<file path="config.mk">
export PLATFORM = sky130hd
export DESIGN_NAME = pipe_hazard_ctrl
export DESIGN_NICKNAME = d
export VERILOG_FILES = /design/src/rtl/pipe_hazard_ctrl.sv
export SDC_FILE = /design/constraint.sdc
export NUM_CORES = 1
export LEC_CHECK = 0
export ABC_CLOCK_PERIOD_IN_PS = 1800
export BUFFER_PORTS_ARGS = -buffer_cell sky130_fd_sc_hd__clkbuf_2
export CORE_MARGIN = 2
export CORE_UTILIZATION = 46
export CTS_CLUSTER_DIAMETER = 50
export CTS_CLUSTER_SIZE = 14
export DETAILED_ROUTE_END_ITERATION = 16
export MAX_ROUTING_LAYER = met4
export PLACE_DENSITY_LB_ADDON = 0.15
export REMOVE_ABC_BUFFERS = 1
export SYNTH_ARGS = -nofsm -noshare
export SYNTH_HDL_FRONTEND = slang
export SYNTH_SLANG_ARGS = --single-unit
</file>
<file path="constraint.sdc">
create_clock -name clk -period 1.8 [get_ports clk]
set_input_delay 0.18 -clock clk [delete_from_list [all_inputs] [get_ports clk]]
set_output_delay 0.18 -clock clk [all_outputs]
set_load 0.05 [all_outputs]
</file>
<file path="src/rtl/pipe_hazard_ctrl.sv">
// -----------------------------------------------------------------------------
// pipe_hazard_ctrl
//   Central stall/flush sequencer for a 5-stage RV32I pipeline. Drives the
//   hold/flush controls of the PC, IF_ID, ID_EX and EX_MEM registers from three
//   events: load-use hazards, taken-branch redirects (flush window of
//   BR_PENALTY cycles) and data-memory wait states (guarded by a TIMEOUT
//   watchdog).
//
//   Handshake note: there is no valid/ready pair here; every cycle is a
//   decision. Control outputs are combinational from the registered state and
//   the current inputs, so they take effect at the next rising edge of clk.
//
// Parameters:
//   BR_PENALTY  cycles if_id_flush stays asserted after a taken branch (1..3)
//   TIMEOUT     max consecutive MEM_WAIT cycles before forced release
//   TW          width of the timeout counter (must hold TIMEOUT)
//
// Ports:
//   clk, rst                  clock, asynchronous active-low reset
//   if_id_rs1/rs2, rs1_used/rs2_used   source operands of the ID instruction
//   id_ex_rd, id_ex_mem_read  destination / load flag of the EX instruction
//   ex_branch_taken           one-cycle pulse per taken branch/jump in EX
//   mem_busy                  data memory not ready
//   pc_stall, if_id_stall, if_id_flush, id_ex_stall, id_ex_flush, ex_mem_stall
//   timeout_err               sticky MEM_WAIT timeout flag
//   state_o                   FSM state: 00 RUN, 01 MEM_WAIT, 10 REDIRECT
//
// Optional feature (macro PIPE_PERF_CNT_EN):
//   adds stall_cycles / flush_cycles 32-bit wrapping counters of the cycles
//   with pc_stall=1 and if_id_flush=1 respectively.
// -----------------------------------------------------------------------------
module pipe_hazard_ctrl #(
    parameter int BR_PENALTY = 1,
    parameter int TIMEOUT    = 255,
    parameter int TW         = 16
) (
    input  logic        clk,
    input  logic        rst,
    input  logic [4:0]  if_id_rs1,
    input  logic [4:0]  if_id_rs2,
    input  logic        rs1_used,
    input  logic        rs2_used,
    input  logic [4:0]  id_ex_rd,
    input  logic        id_ex_mem_read,
    input  logic        ex_branch_taken,
    input  logic        mem_busy,
    output logic        pc_stall,
    output logic        if_id_stall,
    output logic        if_id_flush,
    output logic        id_ex_stall,
    output logic        id_ex_flush,
    output logic        ex_mem_stall,
    output logic        timeout_err,
    output logic [1:0]  state_o
`ifdef PIPE_PERF_CNT_EN
    ,
    output logic [31:0] stall_cycles,
    output logic [31:0] flush_cycles
`endif
);

    typedef enum logic [1:0] {
        ST_RUN      = 2'b00,
        ST_MEM_WAIT = 2'b01,
        ST_REDIRECT = 2'b10
    } state_t;

    localparam logic [1:0]    BR_LOAD = 2'(BR_PENALTY - 1);
    localparam logic [TW-1:0] TO_MAX  = TW'(TIMEOUT);
    // With a one-cycle penalty the flush happens entirely in the RUN cycle.
    localparam state_t        ST_AFTER_BR = (BR_PENALTY > 1) ? ST_REDIRECT : ST_RUN;

    state_t        r_state;
    state_t        w_next_state;
    logic [1:0]    r_flush_cnt;
    logic [1:0]    w_flush_cnt_nxt;
    logic [TW-1:0] r_to_cnt;
    logic [TW-1:0] w_to_cnt_nxt;
    logic          r_timeout_err;
    logic          w_timeout_set;
    logic          w_load_use;
    logic          w_to_hit;

    assign w_load_use = id_ex_mem_read && (id_ex_rd != 5'd0) &&
                        ((rs1_used && (id_ex_rd == if_id_rs1)) ||
                         (rs2_used && (id_ex_rd == if_id_rs2)));
    assign w_to_hit   = (r_to_cnt == TO_MAX);

    // State register (with counters and the sticky error flag)
    always_ff @(posedge clk or negedge rst) begin
        if (!rst) begin
            r_state       <= ST_RUN;
            r_flush_cnt   <= 2'd0;
            r_to_cnt      <= '0;
            r_timeout_err <= 1'b0;
        end else begin
            r_state       <= w_next_state;
            r_flush_cnt   <= w_flush_cnt_nxt;
            r_to_cnt      <= w_to_cnt_nxt;
            r_timeout_err <= r_timeout_err | w_timeout_set;
        end
    end

    // Next-state and counter update
    always_comb begin
        w_next_state    = r_state;
        w_flush_cnt_nxt = r_flush_cnt;
        w_to_cnt_nxt    = r_to_cnt;
        w_timeout_set   = 1'b0;
        case (r_state)
            ST_RUN: begin
                if (mem_busy) begin
                    w_next_state = ST_MEM_WAIT;
                    w_to_cnt_nxt = TW'(1);
                end else if (ex_branch_taken) begin
                    w_next_state    = ST_AFTER_BR;
                    w_flush_cnt_nxt = BR_LOAD;
                end
            end
            ST_MEM_WAIT: begin
                if (!mem_busy) begin
                    w_next_state = ST_RUN;
                    w_to_cnt_nxt = '0;
                end else if (w_to_hit) begin
                    // Forced release; a still-busy memory re-enters from RUN.
                    w_next_state  = ST_RUN;
                    w_to_cnt_nxt  = '0;
                    w_timeout_set = 1'b1;
                end else begin
                    w_to_cnt_nxt = r_to_cnt + TW'(1);
                end
            end
            ST_REDIRECT: begin
                if (mem_busy) begin
                    w_next_state    = ST_MEM_WAIT;
                    w_flush_cnt_nxt = 2'd0;
                    w_to_cnt_nxt    = TW'(1);
                end else if (ex_branch_taken) begin
                    w_next_state    = ST_AFTER_BR;
                    w_flush_cnt_nxt = BR_LOAD;
                end else begin
                    if (r_flush_cnt != 2'd0) begin
                        w_flush_cnt_nxt = r_flush_cnt - 2'd1;
                    end
                    // Last flush cycle is the one that sees the count at 1.
                    if (r_flush_cnt <= 2'd1) begin
                        w_next_state = ST_RUN;
                    end
                end
            end
            default: begin
                w_next_state    = ST_RUN;
                w_flush_cnt_nxt = 2'd0;
                w_to_cnt_nxt    = '0;
            end
        endcase
    end

    // Control outputs; stall and flush of the same register are exclusive.
    always_comb begin
        pc_stall     = 1'b0;
        if_id_stall  = 1'b0;
        if_id_flush  = 1'b0;
        id_ex_stall  = 1'b0;
        id_ex_flush  = 1'b0;
        ex_mem_stall = 1'b0;
        case (r_state)
            ST_RUN: begin
                if (mem_busy) begin
                    pc_stall     = 1'b1;
                    if_id_stall  = 1'b1;
                    id_ex_stall  = 1'b1;
                    ex_mem_stall = 1'b1;
                end else if (ex_branch_taken) begin
                    if_id_flush = 1'b1;
                    id_ex_flush = 1'b1;
                end else if (w_load_use) begin
                    pc_stall    = 1'b1;
                    if_id_stall = 1'b1;
                    id_ex_flush = 1'b1;
                end
            end
            ST_MEM_WAIT: begin
                if (mem_busy && !w_to_hit) begin
                    pc_stall     = 1'b1;
                    if_id_stall  = 1'b1;
                    id_ex_stall  = 1'b1;
                    ex_mem_stall = 1'b1;
                end
            end
            ST_REDIRECT: begin
                if (mem_busy) begin
                    pc_stall     = 1'b1;
                    if_id_stall  = 1'b1;
                    id_ex_stall  = 1'b1;
                    ex_mem_stall = 1'b1;
                end else if (ex_branch_taken) begin
                    if_id_flush = 1'b1;
                    id_ex_flush = 1'b1;
                end else begin
                    if_id_flush = (r_flush_cnt != 2'd0);
                end
            end
            default: begin
            end
        endcase
    end

    assign timeout_err = r_timeout_err;
    assign state_o     = r_state;

`ifdef PIPE_PERF_CNT_EN
    logic [31:0] r_stall_cycles;
    logic [31:0] r_flush_cycles;

    always_ff @(posedge clk or negedge rst) begin
        if (!rst) begin
            r_stall_cycles <= 32'd0;
            r_flush_cycles <= 32'd0;
        end else begin
            if (pc_stall) begin
                r_stall_cycles <= r_stall_cycles + 32'd1;
            end
            if (if_id_flush) begin
                r_flush_cycles <= r_flush_cycles + 32'd1;
            end
        end
    end

    assign stall_cycles = r_stall_cycles;
    assign flush_cycles = r_flush_cycles;
`endif

endmodule

</file>
==> results of run 1 <==
==> kinds of logic (layout without fill, tap and decap cells) <==
kind of cell    count (synthesis)  in the layout  synth area share
mux                             1              1           0.00981
flops                          18             18             0.393
buf+inv                         9             65            0.0469
simple gates                   52             53             0.251
fa+ha+maj                       1              1            0.0109
xor+xnor                       12             12            0.0916
other cells                     1              1           0.00327
compound gates                 35             35             0.194
==> flip-flops by register name (all words and copies together), names as in the netlist <==
register,flops
state_o,1
timeout_err,1
r_to_cnt,16
==> per-layer routing <==
layer / routed length, um / global-route usage
met5: 0 / -
met4: 44 / 0.0897
met3: 91 / 0.0333
met2: 1530 / 0.429
met1: 1310 / 0.293
==> cells in the mapped netlist (all sizes together), types with 2 or more instances <==
library cell,n,area share
nor2,8,0.028
or3,3,0.016
xor2,10,0.076
or4,2,0.016
a21o,5,0.033
xnor2,2,0.015
a21oi,5,0.022
nor4,5,0.040
dfrtp,18,0.39
nor3,2,0.0087
a21boi,2,0.013
nand3,7,0.031
buf,5,0.034
nor3b,2,0.013
nand4,4,0.022
nand2,13,0.043
o21ai,14,0.061
inv,3,0.0098
or2,2,0.011
a41o,2,0.017
and3,3,0.016
==> path summary, 6_finish.rpt <==
path                             start  slack (ns)            to  cells past startpoint
max in group asynchronous          rst        1.13   timeout_err                      2
min                           mem_busy        0.17    state_o[0]                      2
min in group asynchronous          rst        0.35  r_to_cnt[12]                      2
max                        r_to_cnt[9]       -0.44      pc_stall                      5
min reg2reg                timeout_err        0.47   timeout_err                      1
max reg2reg                r_to_cnt[9]       -0.25   r_to_cnt[9]                      6
==> critical path: cells and delay by family, from the launching register on <==
family                 cells  cell delay [ns]
and+or+nand+nor            2             0.83
DFF                        1             0.39
AOI/OAI and AO/OA          2             0.35
buffers and inverters      1             0.18
==> placed cells by master, fill, tap and decap left out, drive strengths merged, types with 3 or more instances in the layout <==
master	count
dfrtp	18
or2	3
or3	3
nand2	13
o21ai	14
a21o	5
buf	29
nand3	7
nand4	4
inv	3
a21oi	5
nor4	5
xor2	10
nor2	8
clkbuf	32
and3	3
==> repair_timing <==
item / CTS / global route
endpoints found under the setup margin: 19 / 22
hold endpoints to repair: 18 / 0
gates cloned: 1 / 0
hold buffers: 1 / 0
pin swaps: 13 / 2
buffers inserted: 5 / 2
resized for setup: 35 / 2
==> metrics by stage <==
stage | setup TNS [ns] | cells | cell area (um2) | hold WS [ns] | power (uW)
floorplan | -8.98 | 123 | 1100 | -0.116 | 519
global placement | -1.92 | 204 | 1450 | 0.146 | 592
detailed placement | -2.63 | 204 | 1450 | 0.152 | 597
CTS | -2.85 | 215 | 1650 | 0.174 | 872
global route | -5.12 | 216 | 1670 | 0.198 | 908
finish | -3.76 | 216 | 1670 | 0.175 | 870
==> cell type report <==
class                      count  area (um2)  share of cell area
timing repair buffer          58         420               0.252
inverter                       3        11.3             0.00675
tap                           30        37.5              0.0225
multi-input combinational    103         712               0.427
sequential                    18         450               0.270
clock buffer                   4        36.3              0.0218
==> power by group through the flow <==
stage	Combinational, uW	Clock, uW	Sequential, uW
3_3_place_gp	166	0	426
3_5_place_dp	170	0	427
4_1_cts	198	255	419
6_report	198	252	419
2_1_floorplan	85.8	0	433
5_1_grt	217	270	421
==> run_results.csv, run 1 <==
group,metric,value,unit
sta,fin_worst_skew,0.00288,ns
sta,period_share,1.24,
detailed_routing,drt-initial-drc-count,23,
yosys,synth_enable_flop_cells,0,
layout,syn2layout_area_growth,45.4,%
layout,drive_gt1_frac,0.441,
placement,gp_congestion,0.860,
pwr,seq_power_share,0.482,
pwr,clkPwrFrac,0.290,
grt,grt_max_degree,19,
critical_path,required,1.62,ns
sta,period_minus_slack,2.24,ns
cts,cts_tree,"built",
layout,num_antenna_cells,0,
critical_path,max_stage_delay,0.55,ns
cts,path_clk_slew,0.10,ns
yosys,ys_ff_latch,18,
cts,clock_latency,0.30,ns
die,core_area,2410,um2
die,die_h,53.9,um
hold_path,hold_path_class,"in2reg",
flow_run,maxCapViolations,0,
grt,grt-ovfl-total,0,
yosys,synth_cells,129,
critical_path,crit_type,"reg2out",
critical_path,startpoint_type,"register",
cts,clock_tree.htree_level_count,1,
placement,numPortBuffers,29,
die,dieArea,2910,um2
pwr,peakVddDrop,0.000506,V
detailed_routing,vias,1195,
pwr,p_per_area,522,nW/um2
layout,n_fill_cell,181,
cts,clock_path_buffers,2,
critical_path,worst-path-max-fanout,2,
sta,hold_viol,0,
status,status,"complete, but fails checks",
pwr,power_frac_comb,0.228,
cts,cts_sinks,18,
die,io_pins,31,
detailed_routing,route.detailed.drc,0,
placement,dp_slack,-0.301,ns
yosys,yosysUniqueCellTypes,39,
detailed_routing,routedWlPerCell,13.8,um
critical_path,endpoint_kind,"primary output",
sta,max_freq,0.447,GHz
cts,cts_made_buffers,3,
pwr,leakage,0.000822,uW
die,start_util,0.476,
detailed_routing,first_pass_iters,4,
pwr,p_sw,247,uW
grt,grt_pass1_vias,1148,
layout,fin_nets,210,
critical_path,path_cells,"or4_4 -> nor4_4 -> a21boi_2 -> a41o_1 -> clkbuf_8",
yosys,ys_warn_count,0,
placement,dp_hpwl,2100,um
sta,setup_viol,22,
pwr,intPower,623,uW
yosys,yosysSeqAreaShare,0.393,
detailed_routing,ant_nets,0,
die,num_rows,18,
grt,antenna_found_initial,0,
sta,maxSlewViolCount,0,
pwr,sw_frac_of_total,0.284,
sta,rsz0062_at_grt,"true",
yosys,yosys_most_used_dff,"dfrtp_1",
grt,grt_pass1_wl,4970,um
critical_path,slowest_stage,"or4_4",
yosys,syn_avg_cell_area,8.89,um2
die,die_x,53.9,um
sta,setup_slack,-0.438,ns
detailed_routing,avgViaCountPerCell,5.53,
yosys,synthArstFlopShare,1.00,
yosys,syn-cell-area,1150,um2
grt,grt_usage,0.248,
detailed_routing,wirelength,2980,um
layout,final_util,0.692,
status,violations,"setup timing",
critical_path,critPathArrivalTime,2.06,ns
cts,root_buffer,"clkbuf_4",
Power figures use the tool's default switching activity.
==> run 2: changes to the inputs <==
ABC_CLOCK_PERIOD_IN_PS = 2550   (was 1800)
CORE_UTILIZATION = 51   (was 46)
PLACE_DENSITY = 0.82   (was default)
PLACE_DENSITY_LB_ADDON = default   (was 0.15)
clock period = 2.55 ns   (was 1.8 ns; I/O delays follow)
==> run 2 against run 1 <==
  * Combinational power fell by 45%
  * Largest power group unchanged
  * Register-to-register slack improved by 0.58 ns
  * Setup slack improved by 0.56 ns
  * The run now ends clean
  * Sequential power fell by 29%
  * Die area fell by 9.1%
  * Sequential share of layout area rose by 6.8 points
  * First-iteration DRC count fell by 26%
  * Routed wire length fell by 12%
  * Highest routed layer unchanged
==> run_results.csv, run 2 (synthesis results as in run 1) <==
group,metric,value,unit
detailed_routing,first_pass_iters,4,
critical_path,path_cells,"or4_1 -> nor4_4 -> a21boi_1 -> a41o_1 -> buf_2",
sta,max_freq,0.411,GHz
grt,grt_pass1_vias,1086,
critical_path,slowest_stage,"or4_1",
placement,gp_congestion,0.889,
sta,setup_viol,0,
cts,root_buffer,"clkbuf_4",
layout,syn2layout_area_growth,16.1,%
detailed_routing,ant_nets,0,
detailed_routing,wirelength,2610,um
critical_path,regToRegEndpoint,"r_to_cnt[6]",
sta,slew_headroom,0.531,
layout,num_antenna_cells,0,
pwr,p_per_area,411,nW/um2
layout,design_area,1330,um2
cts,clock_latency,0.30,ns
sta,tightest_slew,0.697,ns
sta,period_share,0.953,
critical_path,startpoint_type,"register",
layout,final_util,0.614,
critical_path,r2r_start,"r_to_cnt[0]",
cts,cts_sinks,18,
layout,multi_input_area,643,um2
hold_path,worst_hold_path.endpoint,"state_o[0]",
layout,final_common_cell,"clkbuf_2",
grt,antenna_found_initial,0,
die,io_pins,31,
layout,instances_no_fill,186,
layout,fin_nets,183,
sta,rsz0062_at_grt,"false",
placement,placed_area,1290,um2
critical_path,critPathArrivalTime,2.18,ns
layout,seq_area,450,um2
layout,drive_gt1_frac,0.259,
die,die_x,51.4,um
cts,cts_made_buffers,3,
die,num_rows,17,
sta,hold_viol,0,
layout,regMostFlops,"r_to_cnt",
critical_path,crit_family,"simple AND/OR/NAND/NOR gates",
detailed_routing,drt-initial-drc-count,17,
pwr,leakage,0.000646,uW
critical_path,r2r_slack,0.33,ns
critical_path,r2r_cells,7,
pwr,peakVddDrop,0.000307,V
placement,dp_cells,181,
layout,largest_register_ffs,16,
die,die_h,51.4,um
hold_path,hold_path_class,"in2reg",
cts,clock_path_buffers,2,
sta,setup_slack,0.120,ns
critical_path,crit_type,"reg2out",
critical_path,max_stage_delay,0.59,ns
cts,clock_tree.htree_level_count,1,
detailed_routing,routedWlPerCell,14.0,um
die,core_area,2170,um2
detailed_routing,avgViaCountPerCell,5.76,
grt,grt_pass1_wl,4350,um
placement,dp_slack,0.287,ns
hold_path,whs_path_depth,2,
layout,final_cell_mix,"clkbuf_2 (27), dfrtp_1 (18), nand2_1 (13)",
placement,numPortBuffers,29,
sta,fin_worst_skew,0.0100,ns
cts,path_clk_slew,0.10,ns
grt,grt_max_degree,19,
detailed_routing,route.detailed.drc,0,
critical_path,worst-path-max-fanout,6,
flow_run,maxCapViolations,0,
critical_path,endpoint_kind,"primary output",
grt,grt-ovfl-total,0,
placement,dp_hpwl,2010,um
status,status,"finished clean",
die,dieArea,2650,um2
hold_path,holdCritStartpoint,"mem_busy",
cts,cts_tree,"built",
sta,timing.setup.tns,0,ns
grt,grt_usage,0.223,
critical_path,required,2.30,ns
sta,period_minus_slack,2.43,ns
critical_path,cp_num_buf_inv,1,
die,start_util,0.529,
layout,n_fill_cell,202,
detailed_routing,vias,1071,
sta,maxSlewViolCount,0,
-- run 2: worst reg2reg max path, cell delays in order, from the launching register on --
cell and delay [ns]:
dfrtp_1 0.42, ha_1 0.23, nand3_1 0.25, nor4_4 0.10, buf_4 0.17, nor2_1 0.54
o21ai_0 0.22, a31oi_1 0.22
-- run 2: routing by layer --
layer | GRT usage | part of all wire | vias up
li1 | - | - | 534
met1 | 0.250 | 0.43 | 508
met2 | 0.395 | 0.52 | 24
met3 | 0.0322 | 0.034 | 5
met4 | 0.0921 | 0.012 | 0
met5 | - | 0 | -
-- run 2: report_power, final --
part	leakage [uW]	switching, uW	internal, uW
Sequential	0.000246	7.49	291
Clock	0.0000138	85.3	55.1
Combinational	0.000386	69.0	39.4
-- run 2: area by class of cell --
| class | count | area share |
|---|---|---|
| clock buffer | 3 | 0.0169 |
| inverter | 3 | 0.00845 |
| multi-input combinational | 102 | 0.483 |
| sequential | 18 | 0.338 |
| tap | 28 | 0.0263 |
| timing repair buffer | 32 | 0.128 |
-- run 2: worst max-delay path by stage --
stage	startpoint	endpoint	slack, ns	depth (start not counted)
final	r_to_cnt[8]	if_id_stall	0.12	5
after global routing	r_to_cnt[11]	if_id_stall	0.02	5
after CTS	r_to_cnt[11]	if_id_stall	0.04	5
after detailed placement	r_to_cnt[9]	if_id_stall	0.29	5
after global placement	r_to_cnt[9]	pc_stall	0.32	5
after floorplan	r_to_cnt[0]	if_id_stall	-1.75	5
-- run 2: repair_timing --
action,CTS,global route
gates resized for setup,0,3
setup endpoints to repair,2,2
setup buffers,1,0
pin swaps,1,0
endpoints found under the hold margin,18,0
hold buffers,1,0
-- run 2: metrics by stage --
step           hold slack, ns  total power (uW)
6_report                0.255               548
5_1_grt                 0.267               574
4_1_cts                 0.248               552
3_5_place_dp            0.226               411
3_3_place_gp            0.216               407
2_1_floorplan         -0.0406               366
==> run 3: changes to the inputs <==
PLACE_DENSITY = 0.85   (was 0.82)
==> run 3 against run 2 <==
  * Critical path depth stayed put
  * Final cell count is 1.1% higher
  * Clock skew is 0.0030 ns lower
  * Sequential share of layout area is 0.50 points lower
  * Routed wire length is 3.5% lower
  * Critical path type unchanged
  * Largest power group unchanged
  * Highest routed layer unchanged
==> run_results.csv, run 3 (synthesis results as in run 1) <==
group,metric,value,unit
layout,design_area,1350,um2
pwr,peakVddDrop,0.000451,V
cts,cts_tree,"built",
placement,dp_hpwl,1930,um
critical_path,crit_family,"simple AND/OR/NAND/NOR gates",
layout,drive_gt1_frac,0.269,
sta,hold_viol,0,
sta,rsz0062_at_grt,"false",
detailed_routing,vias,1009,
critical_path,cp_num_buf_inv,1,
critical_path,critPathArrivalTime,2.16,ns
layout,regMostFlops,"r_to_cnt",
die,start_util,0.529,
flow_run,maxCapViolations,0,
layout,final_common_cell,"clkbuf_2",
cts,clock_tree.htree_level_count,1,
layout,fin_nets,185,
critical_path,cp_num_cells,5,
pwr,leakage,0.000657,uW
die,io_pins,31,
detailed_routing,routedWlPerCell,13.4,um
cts,path_clk_slew,0.10,ns
critical_path,startpoint_type,"register",
layout,largest_register_ffs,16,
critical_path,crit_end,"if_id_stall",
critical_path,regToRegEndpoint,"r_to_cnt[9]",
hold_path,whs_path_depth,2,
detailed_routing,ant_nets,0,
die,die_x,51.4,um
die,die_h,51.4,um
grt,grt_usage,0.233,
critical_path,endpoint_kind,"primary output",
pwr,finalPower,549,uW
pwr,p_per_area,406,nW/um2
sta,slew_headroom,0.512,
detailed_routing,route.detailed.drc,0,
grt,grt_max_degree,19,
die,core_area,2170,um2
status,status,"finished clean",
placement,gp_congestion,0.846,
grt,grt_pass1_wl,4420,um
grt,antenna_found_initial,0,
critical_path,r2r_start,"r_to_cnt[9]",
critical_path,crit_start,"r_to_cnt[9]",
critical_path,crit_type,"reg2out",
cts,clock_latency,0.30,ns
sta,period_share,0.947,
critical_path,slowest_stage,"or4_4",
detailed_routing,drt-initial-drc-count,22,
sta,tightest_slew,0.726,ns
grt,grt-ovfl-total,0,
detailed_routing,first_pass_iters,4,
layout,syn2layout_area_growth,17.9,%
cts,cts_sinks,18,
sta,hold_ws,0.240,ns
sta,fin_worst_skew,0.00696,ns
die,dieArea,2650,um2
critical_path,max_stage_delay,0.56,ns
layout,num_antenna_cells,0,
cts,root_buffer,"clkbuf_4",
sta,maxSlewViolCount,0,
critical_path,worst-path-max-fanout,4,
placement,placed_area,1300,um2
grt,grt_pass1_vias,1049,
critical_path,r2r_slack,0.40,ns
cts,cts_made_buffers,3,
detailed_routing,wirelength,2520,um
layout,multi_input_area,643,um2
layout,n_fill_cell,182,
cts,clock_path_buffers,2,
die,num_rows,17,
sta,setup_viol,0,
detailed_routing,avgViaCountPerCell,5.37,
layout,final_cell_mix,"clkbuf_2 (27), dfrtp_1 (18), nand2_1 (13)",
layout,seq_area,450,um2
critical_path,required,2.30,ns
sta,period_minus_slack,2.42,ns
hold_path,hold_path_class,"in2reg",
critical_path,r2r_cells,6,
sta,max_freq,0.414,GHz
placement,numPortBuffers,29,
critical_path,path_cells,"or4_4 -> nor4_4 -> a21boi_1 -> a41o_1 -> clkbuf_4",
## run 3: worst min-delay path by stage
stage                     startpoint            to  slack, ns
final                       mem_busy    state_o[0]       0.24
after detailed placement         rst  r_to_cnt[15]       0.22
after floorplan                  rst   r_to_cnt[0]      -0.04
after global placement           rst  r_to_cnt[15]       0.21
after global routing        mem_busy    state_o[0]       0.26
after CTS                   mem_busy    state_o[0]       0.24
## run 3: metrics by stage
step / setup WS [ns] / instances / util / TNS (ns)
finish: 0.134 / 188 / 0.623 / 0
global placement: 0.329 / 182 / 0.599 / 0
floorplan: -1.75 / 123 / - / -5.28
CTS: 0.00482 / 187 / 0.620 / 0
detailed placement: 0.292 / 182 / 0.599 / 0
global route: 0.0337 / 188 / 0.623 / 0
## run 3: timing repair
| item | in CTS | in global routing |
|---|---|---|
| gates resized for setup | 2 | 1 |
| hold buffers | 1 | 0 |
| pin swaps | 1 | 1 |
| hold endpoints to repair | 18 | 0 |
| setup buffers | 1 | 1 |
| setup endpoints to repair | 2 | 2 |
## run 3: layout make-up
class / count / area share
Tap cell: 28 / 0.0259
Multi-Input combinational cell: 102 / 0.475
Inverter: 3 / 0.00833
Clock buffer: 3 / 0.0167
Timing Repair Buffer: 34 / 0.141
Sequential cell: 18 / 0.333
## run 3: power by group
part | internal (uW) | switching, uW | total (uW) | leakage [uW]
logic | 40.2 | 66.8 | 107 | 0.000397
registers | 291 | 7.23 | 299 | 0.000246
clock network | 55.2 | 88.1 | 143 | 0.0000138
total | 387 | 162 | 549 | 0.000657
## run 3: per-layer routing
layer | vias to the layer above | part of all wire | track usage
met3 | 5 | 0.018 | 0.0380
met4 | 0 | 0.017 | 0.105
met2 | 11 | 0.53 | 0.404
met5 | - | 0 | -
met1 | 461 | 0.43 | 0.263
li1 | 532 | - | -
